<file path="src/rtl/wb_port_arb_pkg.sv">
// Shared datapath definitions for the register-file write-port arbiter:
// default widths, requester ids and the pointer reset value.
package wb_port_arb_pkg;

  localparam int ADDR_W_DEF = 5;
  localparam int DATA_W_DEF = 32;

  typedef enum logic {
    REQ_ALU = 1'b0,
    REQ_MEM = 1'b1
  } req_id_e;

  // Pointer starts on the load path so the ALU wins the first tie.
  localparam req_id_e PTR_RST = REQ_MEM;

  function automatic logic [7:0] sat_inc8(input logic [7:0] v);
    return (v == 8'hFF) ? v : v + 8'd1;
  endfunction

endpackage

</file>
<file path="src/rtl/wb_rr_pick.sv">
// Two-way round-robin grant selection: a lone requester always wins,
// a tie goes to the requester that did not win last.
module wb_rr_pick
  import wb_port_arb_pkg::*;
(
  input  logic [1:0] valid,
  input  req_id_e    ptr,
  input  logic       hold,
  output logic [1:0] grant
);

  always_comb begin
    // NOTE: default assignment first so no path through the block leaves grant unassigned (no latch).
    grant = 2'b00;
    if (!hold) begin
      if (&valid) begin
        grant = (ptr == REQ_MEM) ? 2'b01 : 2'b10;
      end else begin
        grant = valid;
      end
    end
  end

endmodule

</file>
<file path="src/rtl/wb_port_arb.sv">
// Arbitrates the ALU and load-path writes onto the single register-file
// write port, registering the winner's address/data for one cycle.
module wb_port_arb
  import wb_port_arb_pkg::*;
#(
  parameter int ADDR_W = ADDR_W_DEF,
  parameter int DATA_W = DATA_W_DEF
) (
  input  logic              clk,
  input  logic              rst,
  input  logic              hold,
  input  logic              req0_valid,
  output logic              req0_ready,
  input  logic [ADDR_W-1:0] req0_addr,
  input  logic [DATA_W-1:0] req0_data,
  input  logic              req1_valid,
  output logic              req1_ready,
  input  logic [ADDR_W-1:0] req1_addr,
  input  logic [DATA_W-1:0] req1_data,
  output logic              rf_we,
  output logic [ADDR_W-1:0] rf_wa,
  output logic [DATA_W-1:0] rf_wd,
  output logic              rf_sel,
  output logic [7:0]        conflict_cnt
);

  logic [1:0]        grant;
  req_id_e           ptr_q;
  req_id_e           gid;
  logic              xfer;
  logic [ADDR_W-1:0] win_addr;
  logic [DATA_W-1:0] win_data;

  // Reset is folded into hold so ready is already low during reset.
  wb_rr_pick u_pick (
    .valid ({req1_valid, req0_valid}),
    .ptr   (ptr_q),
    .hold  (hold | rst),
    .grant (grant)
  );

  assign req0_ready = grant[0];
  assign req1_ready = grant[1];
  assign xfer       = |grant;
  assign gid        = grant[1] ? REQ_MEM : REQ_ALU;
  assign win_addr   = grant[1] ? req1_addr : req0_addr;
  assign win_data   = grant[1] ? req1_data : req0_data;

  always_ff @(posedge clk) begin
    // NOTE: non-blocking assignments for all registered state so every flop samples pre-edge values.
    if (rst) begin
      rf_we        <= 1'b0;
      rf_wa        <= '0;
      rf_wd        <= '0;
      rf_sel       <= 1'b0;
      ptr_q        <= PTR_RST;
      conflict_cnt <= 8'd0;
    end else begin
      if (req0_valid && req1_valid) begin
        conflict_cnt <= sat_inc8(conflict_cnt);
      end
      rf_we <= 1'b0;
      if (xfer) begin
        // Register 0 is hardwired: the write is consumed but never enabled.
        rf_we  <= (win_addr != '0);
        rf_wa  <= win_addr;
        rf_wd  <= win_data;
        rf_sel <= gid;
        ptr_q  <= gid;
      end
    end
  end

endmodule

</file>
<file path="config.mk">
export PLATFORM = sky130hd
export DESIGN_NAME = wb_port_arb
export DESIGN_NICKNAME = d
export VERILOG_FILES = /design/src/rtl/wb_port_arb_pkg.sv /design/src/rtl/wb_rr_pick.sv /design/src/rtl/wb_port_arb.sv
export SDC_FILE = /design/constraint.sdc
export NUM_CORES = 1
export LEC_CHECK = 0
export CORE_ASPECT_RATIO = 0.6
export CORE_MARGIN = 1
export CORE_UTILIZATION = 36
export DETAILED_ROUTE_END_ITERATION = 10
export PLACE_DENSITY_LB_ADDON = 0.25
export SLEW_MARGIN = 20
export SYNTH_ARGS = -nofsm -noshare
export SYNTH_HDL_FRONTEND = slang
export SYNTH_SLANG_ARGS = --single-unit
export TNS_END_PERCENT = 5
</file>
<file path="constraint.sdc">
create_clock -name clk -period 1.84 [get_ports clk]
set_clock_uncertainty 0.2 [all_clocks]
set_input_delay 0.276 -clock clk [delete_from_list [all_inputs] [get_ports clk]]
set_output_delay 0.276 -clock clk [all_outputs]
set_load 0.02 [all_outputs]
</file>
### After elaboration in Yosys (flattened, before gate mapping)

Index checks and enable logic that the tools add are counted.

* eq/ne operators: 1
* multiplexer cells: 6
* $add $sub $neg: 1
* reduce and logical (&&, ||, !) cells: 6
* bitwise operators: 3

Operators with widths (number)
* 32-bit 2-to-1 mux: 1
* 8-bit by 1-bit adder with 8-bit output, second input constant: 1
* 8-bit == test, second input constant: 1
* 2-bit 2-to-1 mux: 3
* 5-bit 2-to-1 mux: 1
* 5-bit nonzero test: 1
* 2-bit AND reduction: 2
* 2-bit OR reduction: 2
* 1-bit inverter: 2
* 1-bit logical AND: 1
* 1-bit 2-to-1 mux: 1
* 1-bit bitwise OR: 1

* register bits: 48
* logic and storage cells: 23
* input port bits: 79

### Longest topological paths before layout

Gate-level depths: netlist of run 1.

* depth in word-level cells: 6
* gate-level depth with buffers: 7
* gate-level depth less buffers: 5

### Hierarchy

From an unflattened synthesis of run 1, not the netlist that was laid out.

* cells, all modules: 269
* area total of the unflattened synthesis: 2301.0 um^2

By module, submodules not included
* wb_port_arb: area each 2270.9 um^2, cells each 265, sequential area each 960.9 um^2, times used 1
* wb_rr_pick: area each 30.0 um^2, cells each 4, sequential area each 0.0 um^2, times used 1

### Worst setup path after synthesis of run 1

Ideal clock, no wire load.

* kind: register to register
* start point: register conflict_cnt[0]
* end point: register conflict_cnt[1]
* stages on the path, launching flop included: 6
* setup slack: 0.066 ns
* data arrival time: 1.446 ns
* library setup time: 0.128 ns
* path through: dfxtp_1 -> ha_1 -> nand2_1 -> o311ai_2 -> mux2i_1 -> nor2_1

* longest elaborated chain between the ends: 3

Ends and longest elaborated chain
* start: declaration: line wb_port_arb.sv:24 `output logic [7:0] conflict_cnt`
* start signal: assignment: line wb_port_arb.sv:60 `conflict_cnt <= sat_inc8(conflict_cnt);`
* branches (longest 3 deep; another with 8-bit by 1-bit adder with 8-bit output)

Several ways; the timed one is not identified.
A chain may end at the register's enable or synchronous reset.

### Worst setup path after layout of run 1

* start point: input req0_valid
* end point: output req1_ready

* longest elaborated chain between the ends: 3

Ends and longest elaborated chain
* start: declaration: line wb_port_arb.sv:12 `input logic req0_valid,`
* 2-bit AND reduction: line wb_rr_pick.sv:16 `if (&valid) begin`
* 2-bit 2-to-1 mux: line wb_rr_pick.sv:16
* 2-bit 2-to-1 mux: line wb_rr_pick.sv:15 `if (!hold) begin`
* end: declaration: line wb_port_arb.sv:17 `output logic req1_ready,`

Every way passes these cells.

==> results, run 1 <==
- For this configuration, the core starts out at a cell density of 0.386.
- The cell count after synthesis is 204.
- The number of cell rows is 20.
- After global routing the overflow that remains totals 0.
- The clock passes through at most 2 buffers.
- The design draws 2.28 mW.
- The detail route stage leaves a number of antenna-violating nets equal to 0.
- The setup-violating endpoint count in the final report is 0.
- The length of the first detailed-routing pass in iterations is 5.
- Detailed placement finished with a half-perimeter wire length of 4640 microns.
- The H-tree generated during clock tree synthesis spans 2 levels.
- The required time at the worst-slack endpoint is 1.36 ns.
- The routed length on met2 is 2860 microns.
- The final layout contains routed wiring with a total length of 6600 microns.
- The number of maximum-capacitance constraint violations is 0.
- The final design utilization is 0.666.
- The routed design uses 824 microns of met3 wire.
- Synthesis produced a netlist with a net count of 284.
- Dividing the detail-routed via count by the number of cells gives 5.53.
- The share of the Yosys chip area taken by registers is 0.476.
- The number of warnings printed during yosys synthesis is 0.
- The area growth from synthesis to layout is 72.7%.
- The total count of hold-check failures in the final report is 0.
- In the final design database the tool counted 419 nets.
- The mean post-synth cell area is 9.89 sq um.
- Setup repair after global routing left no endpoint under its margin.
- The largest net degree at the start of global routing is 46.
- The die covers 5920 sq um.
- The peak per-stage delay on the critical path is 0.46 ns.
- The startpoint identified for the worst register-to-register timing path is ptr_q$_SDFFE_PP1P_.
- The clock slew at the register clock pins of the worst setup and hold paths is 0.09 ns.
- In this run the worst path has a maximum fanout of 3.
- The min-delay analysis places its worst path in the category reg -> reg.
- Summed over all cells, the static leakage comes to 1.39 nW.
- The worst setup path is captured at an output pin.
- The achievable clock frequency is 0.560 GHz.
- The worst setup path startpoint is req0_valid.
- The type of element launching the critical path is an input pin.
- The netlist uses 36 different library cells.
- The count of input and output buffers is 127.
- The total number of vias is 2244.
- The global placer's final weighted congestion is 0.913.
- The measured slew at the worst slew-check pin is 0.512 ns.
- The number of antenna violations at the first check in global routing was 0.
- The number of synthesized flops with an enable pin is 0.
- The worst hold slack after final layout is 0.275 ns.
- The detailed-route DRC error count is 0.
- Counting flops with an async set or reset pin after synthesis yields a share of 0.
- CTS saw 48 sinks.
- The cell area after synthesis is 2020 sq um.
- The maximum VDD drop is 0.395 mV.
- The TritonCTS clock tree is done.
- 128 I/O pins were placed.
- The buffers plus inverters on the worst setup path is 3.
- In the final routed layout, each cell accounts on average for 16.3 microns.
- For the worst setup path, the data arrival time is 1.31 ns.
- For the worst-skew pair, the clock arrives at the later sink with an insertion delay of 0.29 ns.
- The most frequently used flop master after synthesis is sky130_fd_sc_hd__dfxtp_1.
- The die outline width is 98.7 microns.
- The global-route wire length before repair is 10000 microns.
- After the first detailed-routing iteration, the DRC count stood at 204.
- The y dimension of the die is 60.0 microns.
- The number of buffers created by CTS is 5.
- The worst-path cell with the longest stage delay is sky130_fd_sc_hd__clkdlybuf4s50_1.
- The number of buffers inserted by post-CTS setup repair is 0.
- The startpoint of the lowest-slack hold path is rf_sel$_SDFFE_PP0P_.
- For this run, the total global-route usage over all layers was measured as 0.221.
- After detailed routing, no signal wire sits above met4.
- The root buffer cell chosen for the clock tree is sky130_fd_sc_hd__clkbuf_8.
- In the final layout, the share of cells above drive strength 1 is 0.112.
- The number of global-route vias before repair was 2114.
- For this block, wires on met1 add up to 2860 microns.
- By area the synthesized netlist is led by sky130_fd_sc_hd__dfxtp_1 48%, sky130_fd_sc_hd__a222oi_1 16%, sky130_fd_sc_hd__nor2_1 9.5%.
- The signal on the critical path passes through clkdlybuf4s50_1, nand2_1, nand3_4, inv_4, clkdlybuf4s15_2.
- Counting I/O delays and the setup requirement, the final critical path takes 1.79 ns.
- The core region is 5230 sq um.
- After synthesis the netlist holds a flip-flop and latch count of 48.
- The count of final max-slew check failures is 0.
- After synthesis, the most frequently instantiated cells are 51 x sky130_fd_sc_hd__nor2_1, 48 x sky130_fd_sc_hd__dfxtp_1, 32 x sky130_fd_sc_hd__a222oi_1.
- Among cell families on the critical path, the largest total delay comes from buffers and inverters.
- The cell type with the highest aggregate area in the netlist is sky130_fd_sc_hd__dfxtp_1.
- The worst slew margin relative to its limit is 0.658.
- The type of the worst setup path is in -> out.
- The portion of the clock cycle consumed by the worst path in the final layout is 0.971.
- The area fraction of the dominant cell type after synthesis is 0.476.
- Among all cell types in the netlist, the one instantiated most often is sky130_fd_sc_hd__nor2_1.
- The run finished with clean final reports.
- The repair_antennas step left the layout with diodes totalling 0.
- The ratio of total power to cell area is 654 nW/um^2.
-- final timing paths --
check                     endpoint  slack (ns)  cells after the start
max                     req1_ready        0.05                      5
max reg2reg  rf_wd[9]$_SDFFE_PP0P_        0.15                      5
min reg2reg    rf_sel$_SDFFE_PP0P_        0.27                      2
min            rf_sel$_SDFFE_PP0P_        0.27                      2
-- per-stage QoR --
stage / setup TNS (ns) / setup slack, ns / cells / instance area (sq um)
4_1_cts: 0 / 0.00252 / 406 / 3470
3_3_place_gp: -9.82 / -0.372 / 398 / 3380
2_1_floorplan: 0 / 0.0661 / 204 / 2020
6_report: 0 / 0.0535 / 406 / 3480
5_1_grt: 0 / 0.0117 / 406 / 3480
3_5_place_dp: -10.86 / -0.403 / 398 / 3380
-- cell type report --
cell class                 count  area (sq um)
clock buffer                   8          90.1
fill                         448          1750
inverter                       3          13.8
multi-input combinational    135           915
sequential                    48           961
tap                           66          82.6
timing repair buffer         146          1420
-- report_power, final --
| part | internal, mW | switching [mW] |
|---|---|---|
| combinational | 0.303 | 0.221 |
| sequential | 1.09 | 0.0262 |
| clock | 0.307 | 0.336 |
| total | 1.70 | 0.583 |
-- state kept, by name, summed over array words and instances (netlist names) --
signal and cells:
rf_we 1, rf_wd 32, conflict_cnt 8, rf_wa 5, ptr_q 1, rf_sel 1
-- metal layers --
| metal | vias to the layer above | global-route usage |
|---|---|---|
| li1 | 1057 | - |
| met2 | 127 | 0.363 |
| met5 | - | 0 |
| met3 | 4 | 0.0994 |
| met1 | 1056 | 0.266 |
| met4 | 0 | 0.0597 |
-- worst reg2reg max path, delay by kind of cell, from the launching register on --
family | cells | cell delay, ns
AND/OR/NAND/NOR | 3 | 0.43
AO/OA/AOI/OAI | 1 | 0.36
flip-flops | 1 | 0.33
buffers and inverters | 1 | 0.25
-- kinds of logic (layout without fill, tap and decap cells) --
kind of cell,after synthesis,count (layout),share of synthesized area
AND/OR/NAND/NOR,85,85,0.213
adder cells (fa/ha/maj),1,1,0.00620
multiplexers,1,1,0.00496
buffers and inverters,21,157,0.0756
XOR/XNOR,1,1,0.00434
AO/OA/AOI/OAI,47,47,0.219
flip-flops,48,48,0.476
-- layout by cell type (no fill, tap or decap), types with 2 or more instances in the layout --
| cell | n |
|---|---|
| sky130_fd_sc_hd__a222oi_1 | 32 |
| sky130_fd_sc_hd__nand2_1 | 5 |
| sky130_fd_sc_hd__a2111oi_1 | 2 |
| sky130_fd_sc_hd__clkdlybuf4s50_1 | 114 |
| sky130_fd_sc_hd__dlygate4sd2_1 | 7 |
| sky130_fd_sc_hd__o21ai_1 | 2 |
| sky130_fd_sc_hd__nand4_1 | 2 |
| sky130_fd_sc_hd__nor3_1 | 11 |
| sky130_fd_sc_hd__or4_1 | 2 |
| sky130_fd_sc_hd__dfxtp_1 | 48 |
| sky130_fd_sc_hd__clkdlybuf4s15_2 | 2 |
| sky130_fd_sc_hd__clkbuf_1 | 2 |
| sky130_fd_sc_hd__dlymetal6s2s_1 | 3 |
| sky130_fd_sc_hd__and3_1 | 2 |
| sky130_fd_sc_hd__nor2_1 | 51 |
| sky130_fd_sc_hd__a31oi_1 | 3 |
| sky130_fd_sc_hd__nand3_1 | 3 |
| sky130_fd_sc_hd__inv_1 | 2 |
| sky130_fd_sc_hd__buf_4 | 18 |
| sky130_fd_sc_hd__nor4_2 | 3 |
| sky130_fd_sc_hd__clkbuf_8 | 6 |
-- what timing repair did --
item / CTS / global route
hold buffers: 0 / 0
endpoints found under the setup margin: 7 / 4
resized for setup: 13 / 4
Power figures use the tool's default switching activity.
==> inputs of run 2 (changes only) <==
--- a/config.mk
+++ b/config.mk
@@ -5,8 +5,9 @@
 export SDC_FILE = /design/constraint.sdc
 export NUM_CORES = 1
 export LEC_CHECK = 0
+export CAP_MARGIN = 30
 export CORE_ASPECT_RATIO = 0.6
-export CORE_MARGIN = 1
+export CORE_MARGIN = 5
 export CORE_UTILIZATION = 36
 export DETAILED_ROUTE_END_ITERATION = 10
 export PLACE_DENSITY_LB_ADDON = 0.25
==> results, run 2 (same netlist as run 1, synthesis figures left out) <==
- The worst hold slack after final layout is 0.296 ns (was 0.275 ns).
- The clock slew at the register clock pins of the worst setup and hold paths was 0.09 ns (about the same).
- The destination of the worst register-to-register timing path was rf_wd[25]$_SDFFE_PP0P_ (was rf_wd[9]$_SDFFE_PP0P_).
- Commonest cells after routing, fill and taps aside: 115 x sky130_fd_sc_hd__clkdlybuf4s50_1, 51 x sky130_fd_sc_hd__nor2_1, 48 x sky130_fd_sc_hd__dfxtp_1 (was 114 x sky130_fd_sc_hd__clkdlybuf4s50_1, 51 x sky130_fd_sc_hd__nor2_1, 48 x sky130_fd_sc_hd__dfxtp_1).
- The fraction of power spent switching nets is 0.246 (was 0.256).
- The data arrival time of the worst path is 1.74 ns (was 1.31 ns).
- The endpoint of the worst hold-timing path is rf_sel$_SDFFE_PP0P_ (unchanged).
- The number of cells on the worst reg-to-reg path came to 6 (was 5).
- The insertion delay of the later-clocked pin in the worst-skew pair is 0.28 ns (was 0.29 ns).
- The maximum VDD drop came to 0.326 mV (was 0.395 mV).
- The cell total after placement is 403 (was 398).
- The required time at the worst-slack endpoint is 1.80 ns (was 1.36 ns).
- The path type of the worst min-delay path was reg -> reg (unchanged).
- The layout filler cell count is 458 (was 448).
- Unrepaired setup endpoints after global routing: no (unchanged).
- The I/O pin count is 128 (unchanged).
- The final wirelength was 6900 microns (was 6600 microns).
- The number of vias per cell is 5.41 (was 5.53).
- The floorplan die area was 7250 sq um (was 5920 sq um).
- The register name with the most flops is rf_wd (unchanged).
- The remaining global-route overflow is 0 (unchanged).
- The flip-flop count of the largest register, all copies and words added came to 32 (unchanged).
- The kind of end point of the critical path is a register (was output pin).
- The final net count was 421 (was 419).
- The internal power component is 1.73 mW (was 1.70 mW).
- The final cell count without fillers is 410 (was 406).
- The measured slew at the worst slew-check pin was 0.485 ns (was 0.512 ns).
- The number of buffers created by CTS is 5 (unchanged).
- The global-route wire length before repair was 10600 microns (was 10000 microns).
- The number of maximum-capacitance constraint violations was 0 (unchanged).
- The number of buffers inserted by post-CTS setup repair was 0 (unchanged).
- The top fanout value on the critical path is 22 (was 3).
- The portion of the clock cycle consumed by the worst path in the final layout is 0.969 (was 0.971).
- The worst setup slack for register-to-register paths was 0.09 ns (was 0.15 ns).
- The share of power burned in registers is 0.485 (was 0.488).
- The residual antenna-violating net count after detailed routing is 0 (unchanged).
- Result of the run: complete, no violations (unchanged).
- The global placer's final weighted congestion is 0.822 (was 0.913).
- The antenna cell count came to 0 (unchanged).
- The level count of the clock H-tree is 2 (unchanged).
- The total count of hold-check failures in the final report is 0 (unchanged).
- The maximum root-to-sink buffer count is 2 (unchanged).
- The number of global-route vias before repair is 2169 (was 2114).
- The share of final-layout standard cells stronger than drive strength 1 is 0.120 (was 0.112).
- The total number of vias is 2217 (was 2244).
- The number of cell rows is 21 (was 20).
- The effective utilization at floorplan is 0.366 (was 0.386).
- The clock sink count is 48 (unchanged).
- The worst setup path startpoint is req0_valid (unchanged).
- The length of the first detailed-routing pass in iterations is 5 (unchanged).
- The detailed-route DRC error count came to 0 (unchanged).
- The type of the worst setup path is in -> reg (was in -> out).
- The static leakage is 1.39 nW (about the same).
- The aggregate global-route resource usage came to 0.184 (was 0.221).
- The achievable clock frequency is 0.561 GHz (was 0.560 GHz).
- The root buffer cell is sky130_fd_sc_hd__clkbuf_8 (unchanged).
- The half-perimeter wire length after detailed placement is 5220 microns (was 4640 microns).
- The detail-routed net length per standard cell was 16.8 microns (was 16.3 microns).
- The worst slew margin relative to its limit is 0.677 (was 0.658).
- The largest net degree at the start of global routing is 46 (unchanged).
- The startpoint of the lowest-slack hold path is rf_sel$_SDFFE_PP0P_ (unchanged).
- The number of cells traversed by the worst hold path is 2 (unchanged).
- The post-cts hold buffer count is 0 (unchanged).
- The instance area at placement is 3430 sq um (was 3380 sq um).
- The ratio of total power to cell area came to 653 nW/um^2 (was 654 nW/um^2).
- The initial detailed-routing violation count is 192 (was 204).
- The setup-violating endpoint count in the final report is 0 (unchanged).
- The die outline width is 107 microns (was 98.7 microns).
- The count of final max-slew check failures is 0 (unchanged).
- The reg-to-reg critical path startpoint is ptr_q$_SDFFE_PP1P_ (unchanged).
- The core outline area is 5520 sq um (was 5230 sq um).
- The TritonCTS clock tree is done (unchanged).
- Largest registers: rf_wd x32, conflict_cnt x8, rf_wa x5 (unchanged).
- The clock network fraction of design power is 0.285 (was 0.282).
- The count of input and output buffers is 127 (unchanged).
- The type of element launching the critical path is an input pin (unchanged).
- The post-layout minimum cycle time came to 1.78 ns (was 1.79 ns).
- The share of total power in combinational logic was 0.230 (was 0.229).
- The y dimension of the die is 68.0 microns (was 60.0 microns).
- The number of antenna violations at the first check in global routing came to 1 (was 0).
- The net load switching power is 0.565 mW (was 0.583 mW).
- The post-route standard cell area excluding fillers is 3520 sq um (was 3480 sq um).
- The leading cell type in the layout, fill and taps excluded is sky130_fd_sc_hd__clkdlybuf4s50_1 (unchanged).
- The signed area change from the synthesized netlist to the final layout was 74.2% (was 72.7%).
run 2: cell type report:
class	instances	area [sq um]	share of cell area
Timing Repair Buffer	148	1450	0.414
Sequential cell	48	961	0.273
Multi-Input combinational cell	135	905	0.257
Clock buffer	7	96.3	0.0274
Tap cell	69	86.3	0.0246
Inverter	3	13.8	0.00391
run 2: routing by layer:
layer / up-vias / wire (microns) / GRT usage
met3: 6 / 710 / 0.0735
li1: 1062 / - / -
met4: 2 / 38 / 0.0287
met5: - / 7 / 0
met2: 99 / 2980 / 0.284
met1: 1048 / 3160 / 0.250
run 2: repair_timing:
item                                    CTS  global route
pin swaps                                 0             3
resized for setup                        12             3
gates cloned                              0             0
endpoints found under the setup margin   39             6
run 2: worst max path at each step:
stage,endpoint,depth (start not counted)
2_1_floorplan,conflict_cnt[1]$_SDFFE_PP0P_,5
3_3_place_gp,req0_ready,4
3_5_place_dp,req0_ready,4
4_1_cts,req1_ready,5
5_1_grt,rf_wd[1]$_SDFFE_PP0P_,7
6_report,rf_wd[1]$_SDFFE_PP0P_,7
run 2: critical path, cell delays in order:
cell,delay [ns]
sky130_fd_sc_hd__clkdlybuf4s50_1,0.53
sky130_fd_sc_hd__nand2_1,0.11
sky130_fd_sc_hd__nand3_4,0.10
sky130_fd_sc_hd__inv_4,0.04
sky130_fd_sc_hd__buf_4,0.21
sky130_fd_sc_hd__a222oi_1,0.39
sky130_fd_sc_hd__nor2_1,0.08
run 2: through the flow:
stage / utilization / power (mW) / setup slack, ns / TNS, ns
finish: 0.637 / 2.29 / 0.0562 / 0
floorplan: - / 1.35 / 0.0661 / 0
global route: 0.637 / 2.41 / 0.00543 / 0
detailed placement: 0.621 / 1.67 / -0.402 / -13.42
CTS: 0.637 / 2.32 / 0.0137 / 0
global placement: 0.621 / 1.66 / -0.376 / -10.36
run 2: power by group through the flow:
stage / Sequential (mW) / Combinational [mW] / Clock [mW]
finish: 1.11 / 0.528 / 0.654
detailed placement: 1.14 / 0.532 / 0
CTS: 1.11 / 0.531 / 0.680
global route: 1.12 / 0.560 / 0.734
floorplan: 1.19 / 0.157 / 0
global placement: 1.13 / 0.524 / 0
==> inputs of run 3 (changes only) <==
--- a/config.mk
+++ b/config.mk
@@ -10,7 +10,9 @@
 export CORE_MARGIN = 5
 export CORE_UTILIZATION = 36
 export DETAILED_ROUTE_END_ITERATION = 10
+export GPL_TIMING_DRIVEN = 0
 export PLACE_DENSITY_LB_ADDON = 0.25
+export SKIP_LAST_GASP = 1
 export SLEW_MARGIN = 20
 export SYNTH_ARGS = -nofsm -noshare
 export SYNTH_HDL_FRONTEND = slang
==> results, run 3 (same netlist as run 1, synthesis figures left out) <==
- Result of the run: finished with violations (was complete, no violations).
- The final reports fail on negative setup slack.
- The worst setup path startpoint is ptr_q$_SDFFE_PP1P_ (was req0_valid).
- The final cell count without fillers is 405 (was 410).
- The detailed-route DRC error count is 0 (unchanged).
- The root buffer cell is sky130_fd_sc_hd__clkbuf_8 (unchanged).
- The count of final max-slew check failures is 0 (unchanged).
- The maximum root-to-sink buffer count is 2 (unchanged).
- The cell total after placement is 397 (was 403).
- The y dimension of the die is 68.0 microns (unchanged).
- The signed area change from the synthesized netlist to the final layout came to 72.0% (was 74.2%).
- The TritonCTS clock tree is done (unchanged).
- The die outline width is 107 microns (unchanged).
- The top fanout value on the critical path is 10 (was 22).
- The type of element launching the critical path is a register (was input pin).
- The number of antenna violations at the first check in global routing is 0 (was 1).
- The kind of end point of the critical path is an output pin (was register).
- The antenna cell count is 0 (unchanged).
- The global-route wire length before repair was 11500 microns (was 10600 microns).
- The total number of vias was 2233 (was 2217).
- The number of cell rows was 21 (unchanged).
- The instance area at placement is 3350 sq um (was 3430 sq um).
- The worst setup timing slack at the placement stage came to -0.696 ns (was -0.402 ns).
- The portion of the clock cycle consumed by the worst path in the final layout is 1.02 (was 0.969).
- The post-route standard cell area excluding fillers was 3470 sq um (was 3520 sq um).
- The flip-flop count of the largest register, all copies and words added is 32 (unchanged).
- Largest registers: rf_wd x32, conflict_cnt x8, rf_wa x5 (unchanged).
- The type of the worst setup path is reg -> out (was in -> reg).
- The effective utilization at floorplan is 0.366 (unchanged).
- The data arrival time of the worst path is 1.40 ns (was 1.74 ns).
- The layout filler cell count was 499 (was 458).
- The count of input and output buffers is 124 (was 127).
- The insertion delay of the later-clocked pin in the worst-skew pair is 0.29 ns (was 0.28 ns).
- The clock sink count was 48 (unchanged).
- The required time at the worst-slack endpoint is 1.36 ns (was 1.80 ns).
- The number of vias per cell is 5.51 (was 5.41).
- The half-perimeter wire length after detailed placement is 5460 microns (was 5220 microns).
- The number of buffers created by CTS is 5 (unchanged).
- The final worst setup slack is -0.0322 ns (was 0.0562 ns).
- The share of final-layout standard cells stronger than drive strength 1 came to 0.101 (was 0.120).
- The overall power is 2.31 mW (was 2.29 mW).
- The achievable clock frequency was 0.534 GHz (was 0.561 GHz).
- The post-layout minimum cycle time came to 1.87 ns (was 1.78 ns).
- The final wirelength is 7250 microns (was 6900 microns).
- The static leakage is 1.32 nW (was 1.39 nW).
- The level count of the clock H-tree is 2 (unchanged).
- The aggregate global-route resource usage is 0.200 (was 0.184).
- The register name with the most flops is rf_wd (unchanged).
- The residual antenna-violating net count after detailed routing was 0 (unchanged).
- The number of maximum-capacitance constraint violations was 0 (unchanged).
- The worst setup slack for register-to-register paths is 0.02 ns (was 0.09 ns).
- The post-cts hold buffer count is 0 (unchanged).
- Commonest cells after routing, fill and taps aside: 120 x sky130_fd_sc_hd__clkdlybuf4s50_1, 51 x sky130_fd_sc_hd__nor2_1, 48 x sky130_fd_sc_hd__dfxtp_1 (was 115 x sky130_fd_sc_hd__clkdlybuf4s50_1, 51 x sky130_fd_sc_hd__nor2_1, 48 x sky130_fd_sc_hd__dfxtp_1).
- The destination of the worst register-to-register timing path is conflict_cnt[1]$_SDFFE_PP0P_ (was rf_wd[25]$_SDFFE_PP0P_).
- The number of cells on the worst reg-to-reg path came to 5 (was 6).
- The I/O pin count is 128 (unchanged).
- The remaining global-route overflow is 0 (unchanged).
- The maximum VDD drop was 0.471 mV (was 0.326 mV).
- The worst slew margin relative to its limit is 0.611 (was 0.677).
- The detail-routed net length per standard cell is 17.9 microns (was 16.8 microns).
- The final design utilization is 0.629 (was 0.637).
- The total count of hold-check failures in the final report is 0 (unchanged).
- The leading cell type in the layout, fill and taps excluded was sky130_fd_sc_hd__clkdlybuf4s50_1 (unchanged).
- The global placer's final weighted congestion is 0.807 (was 0.822).
- The end point of the critical path is req0_ready (was rf_wd[1]$_SDFFE_PP0P_).
- The initial detailed-routing violation count came to 204 (was 192).
- The setup-violating endpoint count in the final report is 4 (was 0).
- Unrepaired setup endpoints after global routing: yes (was no).
- The measured slew at the worst slew-check pin is 0.584 ns (was 0.485 ns).
- The ratio of total power to cell area was 665 nW/um^2 (was 653 nW/um^2).
- The floorplan die area is 7250 sq um (unchanged).
- The length of the first detailed-routing pass in iterations is 6 (was 5).
- The number of global-route vias before repair is 2206 (was 2169).
- The reg-to-reg critical path startpoint was conflict_cnt[0]$_SDFFE_PP0P_ (was ptr_q$_SDFFE_PP1P_).
- The final net count was 416 (was 421).
- The clock slew at the register clock pins of the worst setup and hold paths came to 0.08 ns (was 0.09 ns).
- The largest net degree at the start of global routing is 14 (was 46).
- The path type of the worst min-delay path is in -> reg (was reg -> reg).
- The core outline area is 5520 sq um (unchanged).
- The multi-input logic area is 922 sq um (was 905 sq um).
- The sequential cell area came to 961 sq um (unchanged).
run 3: changes by cell type in the layout (fill, tap and decap cells not counted), sizes merged:
| cell | delta |
|---|---|
| buf | -7 |
| dlygate4sd2 | -6 |
| clkdlybuf4s50 | +5 |
| clkbuf | +4 |
| dlymetal6s2s | -1 |
run 3: where the power goes:
group          switching [mW]  internal, mW  total [mW]
clock                   0.338         0.335       0.674
combinational           0.221         0.299       0.520
sequential             0.0279          1.09        1.11
total                   0.587          1.72        2.31
run 3: timing repair:
| action | CTS | global route |
|---|---|---|
| pin swaps | 1 | 0 |
| setup buffers | 1 | 0 |
| setup endpoints to repair | 8 | 12 |
| gates resized for setup | 11 | 3 |
| cloned | 0 | 0 |
run 3: critical path, cell delays in order (launching register included):
cell and delay (ns):
sky130_fd_sc_hd__dfxtp_1 0.36, sky130_fd_sc_hd__nand2b_4 0.14, sky130_fd_sc_hd__and3_4 0.18, sky130_fd_sc_hd__buf_6 0.13, sky130_fd_sc_hd__buf_6 0.15, sky130_fd_sc_hd__buf_4 0.15
run 3: area by class of cell:
type	count	share of cell area
tap	69	0.0249
sequential	48	0.277
inverter	3	0.00541
multi-input combinational	135	0.266
clock buffer	7	0.0277
timing repair buffer	125	0.360
buffer	18	0.0400
run 3: worst min-delay path by stage:
stage,startpoint,to,cells past startpoint
2_1_floorplan,hold,ptr_q$_SDFFE_PP1P_,1
3_3_place_gp,rf_sel$_SDFFE_PP0P_,rf_sel$_SDFFE_PP0P_,2
3_5_place_dp,rf_sel$_SDFFE_PP0P_,rf_sel$_SDFFE_PP0P_,2
4_1_cts,rst,rf_wa[4]$_SDFFE_PP0P_,2
5_1_grt,rst,rf_wa[1]$_SDFFE_PP0P_,2
6_report,rst,rf_wa[4]$_SDFFE_PP0P_,2
run 3: through the flow:
stage,setup TNS [ns],hold WS [ns]
after floorplan,0,0.205
after detailed placement,-10.34,0.250
final,-0.0964,0.0366
after global placement,-9.38,0.240
after global routing,-0.636,0.0354
after CTS,-0.219,0.0325
run 3: routing by layer:
layer	track usage	share of wire	wire length, microns	vias up
li1	-	-	-	1060
met1	0.270	0.46	3320	1057
met2	0.310	0.44	3210	109
met3	0.0688	0.087	632	7
met4	0.0447	0.011	78	0
met5	0	0	0	-
